$ cat src/rtl/os_fifo_pkg.sv
// os_pkg: shared widths, bit positions and word type for the output-storage FIFO
package os_pkg;
  localparam int OS_REC_W = 35;
  localparam int OS_BX_W = 12;
  localparam int OS_AW = 4;
  localparam int OS_W = 49;
  localparam int OS_EMPTY_B = 48;
  localparam int OS_OVF_B = 47;
  typedef struct packed {
    logic [OS_BX_W-1:0] bx;
    logic [OS_REC_W-1:0] rec;
  } os_word_t;
endpackage

$ cat src/rtl/os_fifo_sync_rise.sv
// sync_rise: 2-flop synchroniser plus edge flop; clk, rst (sync, active-high), d async in, q one-cycle rising-edge pulse
module sync_rise (
  input  logic clk,
  input  logic rst,
  input  logic d,
  output logic q
);
  logic s1, s2, s3;
  always_ff @(posedge clk) begin
    if (rst) {s1, s2, s3} <= 3'b000;
    else {s1, s2, s3} <= {d, s1, s2};
  end
  assign q = s2 & ~s3;
endmodule

$ cat src/rtl/os_fifo.sv
// os_fifo: BX-stamped FWFT FIFO feeding the TAP OS read port; clk, rst, bc0, os_we, os_rec in, OSre (tck domain) pops, OS = {empty, ovf, bx, rec} of head, os_count words stored
module os_fifo
  import os_pkg::*;
#(
  parameter int REC_W = OS_REC_W,
  parameter int BX_W = OS_BX_W,
  parameter int AW = OS_AW
) (
  input  logic                  clk,
  input  logic                  rst,
  input  logic                  bc0,
  input  logic                  os_we,
  input  logic [REC_W-1:0]      os_rec,
  input  logic                  OSre,
  output logic [BX_W+REC_W+1:0] OS,
  output logic [AW:0]           os_count
);
  logic [BX_W-1:0] bx;
  logic [AW:0] wp, rp;
  logic [BX_W+REC_W-1:0] mem [2**AW];
  logic pop, empty, full, do_pop, do_push, ovf;
  sync_rise u_sync (.clk(clk), .rst(rst), .d(OSre), .q(pop));
  assign empty = wp == rp;
  assign full = (wp[AW] != rp[AW]) && (wp[AW-1:0] == rp[AW-1:0]);
  assign do_pop = pop & ~empty;
  // a pop on a full cycle frees the slot the push needs
  assign do_push = os_we & (~full | do_pop);
  assign os_count = wp - rp;
  assign OS = empty ? {1'b1, ovf, {(BX_W+REC_W){1'b0}}} : {1'b0, ovf, mem[rp[AW-1:0]]};
  always_ff @(posedge clk) begin
    if (do_push) mem[wp[AW-1:0]] <= {bx, os_rec};
  end
  always_ff @(posedge clk) begin
    if (rst) begin
      bx <= '0;
      wp <= '0;
      rp <= '0;
      ovf <= 1'b0;
    end else begin
      bx <= bc0 ? '0 : bx + 1'b1;
      if (do_push) wp <= wp + 1'b1;
      if (do_pop) rp <= rp + 1'b1;
      if (os_we & full & ~pop) ovf <= 1'b1;
      else if (do_pop & ~do_push & (os_count == (AW+1)'(1))) ovf <= 1'b0;
    end
  end
endmodule
$ cat config.mk
export PLATFORM = sky130hd
export DESIGN_NAME = os_fifo
export DESIGN_NICKNAME = d
export VERILOG_FILES = /design/src/rtl/os_fifo_pkg.sv /design/src/rtl/os_fifo_sync_rise.sv /design/src/rtl/os_fifo.sv
export SDC_FILE = /design/constraint.sdc
export NUM_CORES = 1
export LEC_CHECK = 0
export CAP_MARGIN = 20
export CORE_ASPECT_RATIO = 1.25
export CORE_UTILIZATION = 40
export CTS_BUF_LIST = sky130_fd_sc_hd__clkbuf_8
export CTS_CLUSTER_DIAMETER = 150
export CTS_CLUSTER_SIZE = 20
export DETAILED_ROUTE_END_ITERATION = 8
export HOLD_SLACK_MARGIN = 0.02
export SETUP_SLACK_MARGIN = 0.15
export SLEW_MARGIN = 5
export SYNTH_ARGS = -nofsm -noshare
export SYNTH_HDL_FRONTEND = slang
export SYNTH_SLANG_ARGS = --single-unit
$ cat constraint.sdc
create_clock -name clk -period 6.6 [get_ports clk]
set_clock_uncertainty 0.15 [all_clocks]
set_input_delay 1.32 -clock clk [delete_from_list [all_inputs] [get_ports clk]]
set_output_delay 1.32 -clock clk [all_outputs]
set_load 0.02 [all_outputs]
==> summary.txt, run 1 <==
Run status
  • Status: completed

STA
  • Slew margin rel.: 28.6%
  • Crit share post-route: 82.4%
  • Hold_ws: 308 ps
  • Slew Limit Fails: 0
  • Sum of negative setup slack: 0 ps
  • Min Tclk post-route: 5440 ps
  • Max frequency: 0.184 GHz
  • Worst slew pin tran: 1070 ps
  • Final setup violation count: 0
  • Final count of hold timing violations: 0
  • RSZ-0062 raised after global routing: no

Floorplan
  • I/O pin cnt: 94
  • Num rows: 111
  • Starting Density: 40.6%
  • CORE AREA: 73600 sq um
  • Die ar.: 75800 sq um
  • Die height: 307 microns
  • DIE WIDTH: 246 microns

Clock network
  • Hold-fix buffers, CTS: 0
  • Later-pin clock latency in the skew report: 660 ps
  • Root Driver: clkbuf_8
  • TritonCTS Sinks: 782
  • Post-CTS setup buffers: 0
  • CTS buffer count: 45
  • CTS tree: yes
  • H-tree levels: 2
  • Max Root-Sink Buffers: 3
  • Reg clk slew, reported paths: 130 ps
  • PostCTS Resize Cnt: 0

Detailed routing
  • Detail Route Antenna Nets: 0
  • Via count: 13300
  • Vias per Instance: 5.52
  • First-pass iteration count of the detailed router: 5
  • Mean routed wirelength per cell: 26.9 microns
  • Detailed Route WL: 64.8 mm
  • DRC: 0
  • Drt initial violations: 1064

Placement
  • Gpl congestion: 0.702
  • Hpwl dp: 34.7 mm
  • IO Port Bufs: 93
  • Cells after DPL: 2342

Power
  • Total power: 8.17 mW
  • Worst VDD drop: 0.000152 V
  • Leak: 9.52 nW
  • Power Density: 248 nW/um^2

Layout
  • Final core occ: 44.8%
  • Commonest non-fill, non-tap cells in the layout: edfxtp_1 (752), mux4_2 (188), mux2i_1 (96)
  • Share of cells above drive strength 1: 21.0%
  • Area delta synth->final: 10.3%
  • Most common cell after layout, fill and taps aside: edfxtp_1
  • Fin nets: 1481
  • Layout Cells excl Fill: 2411

Synth
  • Share of synthesized registers carrying an async set or reset: 0%
  • Dominant synthesized flop cell: edfxtp_1
  • Top cells by area, synth: edfxtp_1 (76%), mux4_2 (14%), mux2i_1 (3.2%)
  • Largest area contributor in the netlist: edfxtp_1
  • Syn_nets: 1368
  • Syn Area/Cell: 22.7 sq um
  • Synth unique cells: 43
  • Syn Std Cell Area: 29900 sq um
  • Ys Warns: 0
  • Synth top area share: 75.6%
  • Sequential-to-total area share from yosys stat: 77.6%
  • FF+latch count, synth: 782
  • Post-synth EDFFs: 752
  • Cell count after synthesis: 1317

Worst hold path
  • HP Class: register to register
  • Hold path depth: 1

Setup path
  • R2R Path Start: wp[2]$_SDFFE_PP0P_
  • Worst setup path class: register to output pin
  • RR Endpoint: mem[9][26]$_DFFE_PP_
  • Crit. End Element: output pin
  • CP Data Required Time: 5130 ps
  • Reg2reg path depth: 6
  • Worst Setup EP: OS[39]
  • CP Launch Point: wp[2]$_SDFFE_PP0P_
  • Arrival time worst endpoint: 3970 ps
  • Worst Path Max Fanout: 24
  • Crit start category: register
  • R2r setup slk: 2770 ps

Global routing
  • Total grt overflow: 0
  • Largest net degree at the start of global routing: 49
  • First-pass GRT wire length: 95.4 mm
  • Total GRT Usage: 17.4%
  • Via count of the first global-routing pass: 14200
  • Initial antenna violation count: 1

Flow run
  • MaxCap Viol Count: 0
area by class of cell:
class,instances,area [sq um]
fillers,6247,40700
flip-flops and latches,782,23200
multi-input cells,457,6450
repair buffers,135,1320
well taps,960,1200
clock buffers,46,633
clock inverters,20,104
inverters,9,33.8
diodes,2,5.00
cell usage after synthesis (all sizes together) (2+ instances only):
cell type and number:
inv 9, mux4 188, clkbuf 26, nor2b 3, nand3 5, xnor2 9
o22ai 47, nand2 10, nor3 6, o21ai 5, a21oi 5, or3 2
edfxtp 752, dfxtp 30, o311ai 2, and4 3, xor2 11, mux2i 96
nor2 34, nand2b 3, nand4 4, or2 2, buf 43, ha 10
how the worst min path moves through the flow:
stage,from,endpoint,slack (ps)
after floorplan,u_sync.s1$_SDFF_PP0_,u_sync.s2$_SDFF_PP0_,260
after global placement,u_sync.s1$_SDFF_PP0_,u_sync.s2$_SDFF_PP0_,270
after detailed placement,u_sync.s1$_SDFF_PP0_,u_sync.s2$_SDFF_PP0_,280
after CTS,u_sync.s1$_SDFF_PP0_,u_sync.s2$_SDFF_PP0_,310
after global routing,u_sync.s1$_SDFF_PP0_,u_sync.s2$_SDFF_PP0_,320
final,u_sync.s1$_SDFF_PP0_,u_sync.s2$_SDFF_PP0_,310
flip-flops by register name, indices dropped and copies added (netlist names), named ones only:
register,cells
u_sync.s1,1
mem,752
ovf,1
wp,5
rp,5
bx,12
u_sync.s2,1
u_sync.s3,1
cell families (layout without fill, tap and decap cells):
family / count (synthesis) / after routing / share of synthesized area [%]
AOI/OAI and AO/OA: 66 / 66 / 1.45
xor gates and xnor gates: 20 / 20 / 0.612
adders and majority gates: 11 / 11 / 0.486
buffers and inverters: 78 / 210 / 1.21
DFF: 782 / 782 / 77.6
muxes: 284 / 284 / 17.4
other: 0 / 2 / 0
and+or+nand+nor: 76 / 76 / 1.22
metal layers:
layer,global-route usage [%],routed length (microns),vias to the layer above
li1,-,-,5714
met1,23.8,28000,7284
met2,30.1,33500,254
met3,2.17,2410,61
met4,3.34,915,0
met5,0,0,-
critical path: stages (launching register included):
cell	delay, ps
dfxtp_1	610
ha_1	320
nand4_1	340
o21ai_4	790
buf_4	470
o22ai_1	140
clkdlybuf4s50_1	570
power by group:
part           switching (mW)  internal [mW]  leakage (nW)
Clock                    1.45          0.660         0.442
Combinational           0.317          0.243          2.06
Sequential             0.0263           5.48          7.02
stage by stage:
step | instance area [sq um] | worst slack, ps
floorplan | 29900 | 1030
global route | 32900 | 931
global placement | 32200 | 1710
finish | 32900 | 1160
detailed placement | 32200 | 1610
CTS | 32900 | 833
No activity file was read; power rests on OpenSTA's default activity.
==> run 2: changes to the inputs <==
Clock period 6.6 ns to 5.34 ns, I/O delays scaled along.
==> run 2 against run 1 <==
Global-route usage rose by 0.074 points. Largest cell class unchanged. First-iteration DRC count rose by 0.47%. Routed wire length barely moved. Core utilization rose by 0.34 points. Design area rose by 0.77%. Sequential power rose by 24%. Power rose by 24%. Register-to-register slack got worse by 960 ps. Critical path depth rose by 1. Via count fell by 0.60%.
==> summary.txt, run 2 (same netlist as run 1, synthesis figures left out) <==
Global routing
  • Total GRT Usage: 17.5%
  • Largest net degree at the start of global routing: 64
  • Initial antenna violation count: 2
  • First-pass GRT wire length: 95.6 mm
  • Total grt overflow: 0
  • Via count of the first global-routing pass: 14000

Clock network
  • Reg clk slew, reported paths: 120 ps
  • Post-CTS setup buffers: 0
  • TritonCTS Sinks: 782
  • CTS buffer count: 45
  • Max Root-Sink Buffers: 3
  • H-tree levels: 2
  • Root Driver: clkbuf_8
  • Later-pin clock latency in the skew report: 660 ps
  • CTS tree: yes

Floorplan
  • Starting Density: 40.6%
  • Die ar.: 75800 sq um
  • Num rows: 111
  • CORE AREA: 73600 sq um
  • Die height: 307 microns
  • DIE WIDTH: 246 microns
  • I/O pin cnt: 94

Worst hold path
  • Worst hold path startpoint: u_sync.s1$_SDFF_PP0_
  • Hold path depth: 1
  • Hold EP: u_sync.s2$_SDFF_PP0_
  • HP Class: register to register

Detailed routing
  • Drt initial violations: 1069
  • Met2 Wirelength: 33.4 mm
  • Detail Route Antenna Nets: 0
  • Max layer used: met4
  • Routed length on met1: 27.7 mm
  • Vias per Instance: 5.50
  • Via count: 13200
  • Mean routed wirelength per cell: 26.9 microns
  • DRC: 0
  • First-pass iteration count of the detailed router: 5
  • DR WL met3: 2.72 mm
  • Detailed Route WL: 64.8 mm

Power
  • Sw Share: 21.8%
  • Comb power frac: 7.0%
  • Power Density: 304 nW/um^2
  • Part of the power in registers: 67.3%
  • Net Sw Power: 2.20 mW
  • Clock power frac: 25.7%
  • Pint: 7.89 mW
  • Worst VDD drop: 0.000170 V
  • Leak: 9.54 nW

Setup path
  • R2r setup slk: 1810 ps
  • Crit. End Element: output pin
  • Crit path cell chain: ha_1 > nand4_1 > nor2_1 > or2_4 > buf_4 > o22ai_1 > clkdlybuf4s50_1
  • R2R Path Start: wp[3]$_SDFFE_PP0P_
  • CP Data Required Time: 4120 ps
  • Worst Path Max Fanout: 24
  • Slowest stage cell, crit path: dfxtp_1
  • Arrival time worst endpoint: 3660 ps
  • Reg2reg path depth: 7
  • Worst setup path class: register to output pin
  • RR Endpoint: mem[10][23]$_DFFE_PP_
  • Worst stage delay on the critical path: 680 ps
  • CP Launch Point: wp[3]$_SDFFE_PP0P_
  • Crit start category: register

STA
  • Max frequency: 0.205 GHz
  • Crit share post-route: 91.4%
  • Min Tclk post-route: 4880 ps
  • Slew margin rel.: 27.2%
  • Slew Limit Fails: 0
  • RSZ-0062 raised after global routing: no
  • Sum of negative setup slack: 0 ps
  • Final setup violation count: 0
  • Worst slew pin tran: 1090 ps
  • Final count of hold timing violations: 0

Layout
  • Max FFs per register: 752
  • Most common cell after layout, fill and taps aside: edfxtp_1
  • Final core occ: 45.1%
  • Share of cells above drive strength 1: 20.9%
  • Commonest non-fill, non-tap cells in the layout: edfxtp_1 (752), mux4_2 (188), mux2i_1 (96)
  • Fin nets: 1479
  • Reg area: 23200 sq um
  • Multi-input logic area: 6470 sq um
  • Filler cells: 6135
  • Area delta synth->final: 11.1%

Placement
  • Gpl congestion: 0.709
  • Hpwl dp: 32.9 mm
  • IO Port Bufs: 93

Run status
  • Status: completed

Flow run
  • MaxCap Viol Count: 0
run 2: cell types whose count changed in the layout (fill, tap and decap cells not counted), sizes merged:
cell      change
clkinvlp      +1
inv           -4
buf           -2
clkbuf        +1
diode         +1
run 2: timing repair:
item | CTS | global route
endpoints found under the setup margin | 24 | 0
endpoints found under the hold margin | 0 | 0
hold buffers | 0 | 0
resized for setup | 1 | 0
run 2: power by group through the flow:
stage	sequential, mW	combinational, mW	clock (mW)
finish	6.80	0.707	2.59
global route	6.81	0.759	2.89
global placement	6.93	0.715	0
detailed placement	6.94	0.722	0
CTS	6.80	0.726	2.69
floorplan	6.93	0.385	0
run 2: cell type report:
type,instances,area share [%]
clock buffer,47,1.95
clock inverter,17,0.253
inverter,9,0.102
sequential,782,69.9
antenna,3,0.0226
tap,960,3.62
timing repair buffer,133,4.69
multi-input combinational,457,19.5
run 2: critical path, delay by kind of cell, from the launching register on:
family / cells / cell delay (ps)
AOI/OAI and AO/OA: 1 / 180
adders and majority gates: 1 / 290
buffers and inverters: 2 / 1030
DFF: 1 / 680
and+or+nand+nor: 3 / 800
run 2: worst max-delay path by stage:
stage / slack, ps / to / depth (start not counted)
after detailed placement: 860 / OS[18] / 7
after floorplan: 240 / mem[3][0]$_DFFE_PP_ / 2
after CTS: 360 / OS[18] / 7
after global routing: 160 / OS[17] / 7
final: 460 / OS[17] / 7
after global placement: 960 / OS[11] / 7
run 2: stage by stage:
stage / total power [mW] / hold slack (ps) / std cells / worst slack [ps] / cell area (sq um)
2_1_floorplan: 7.31 / 264 / 1317 / 240 / 29900
3_3_place_gp: 7.65 / 281 / 2341 / 959 / 32500
3_5_place_dp: 7.66 / 273 / 2341 / 864 / 32500
4_1_cts: 10.2 / 299 / 2405 / 361 / 33200
5_1_grt: 10.5 / 313 / 2407 / 162 / 33200
6_report: 10.1 / 301 / 2408 / 460 / 33200
run 2: routing by layer:
layer	vias up	global-route usage (%)
met3	59	2.30
met2	272	29.9
li1	5723	-
met5	-	0
met1	7179	24.1
met4	0	3.36
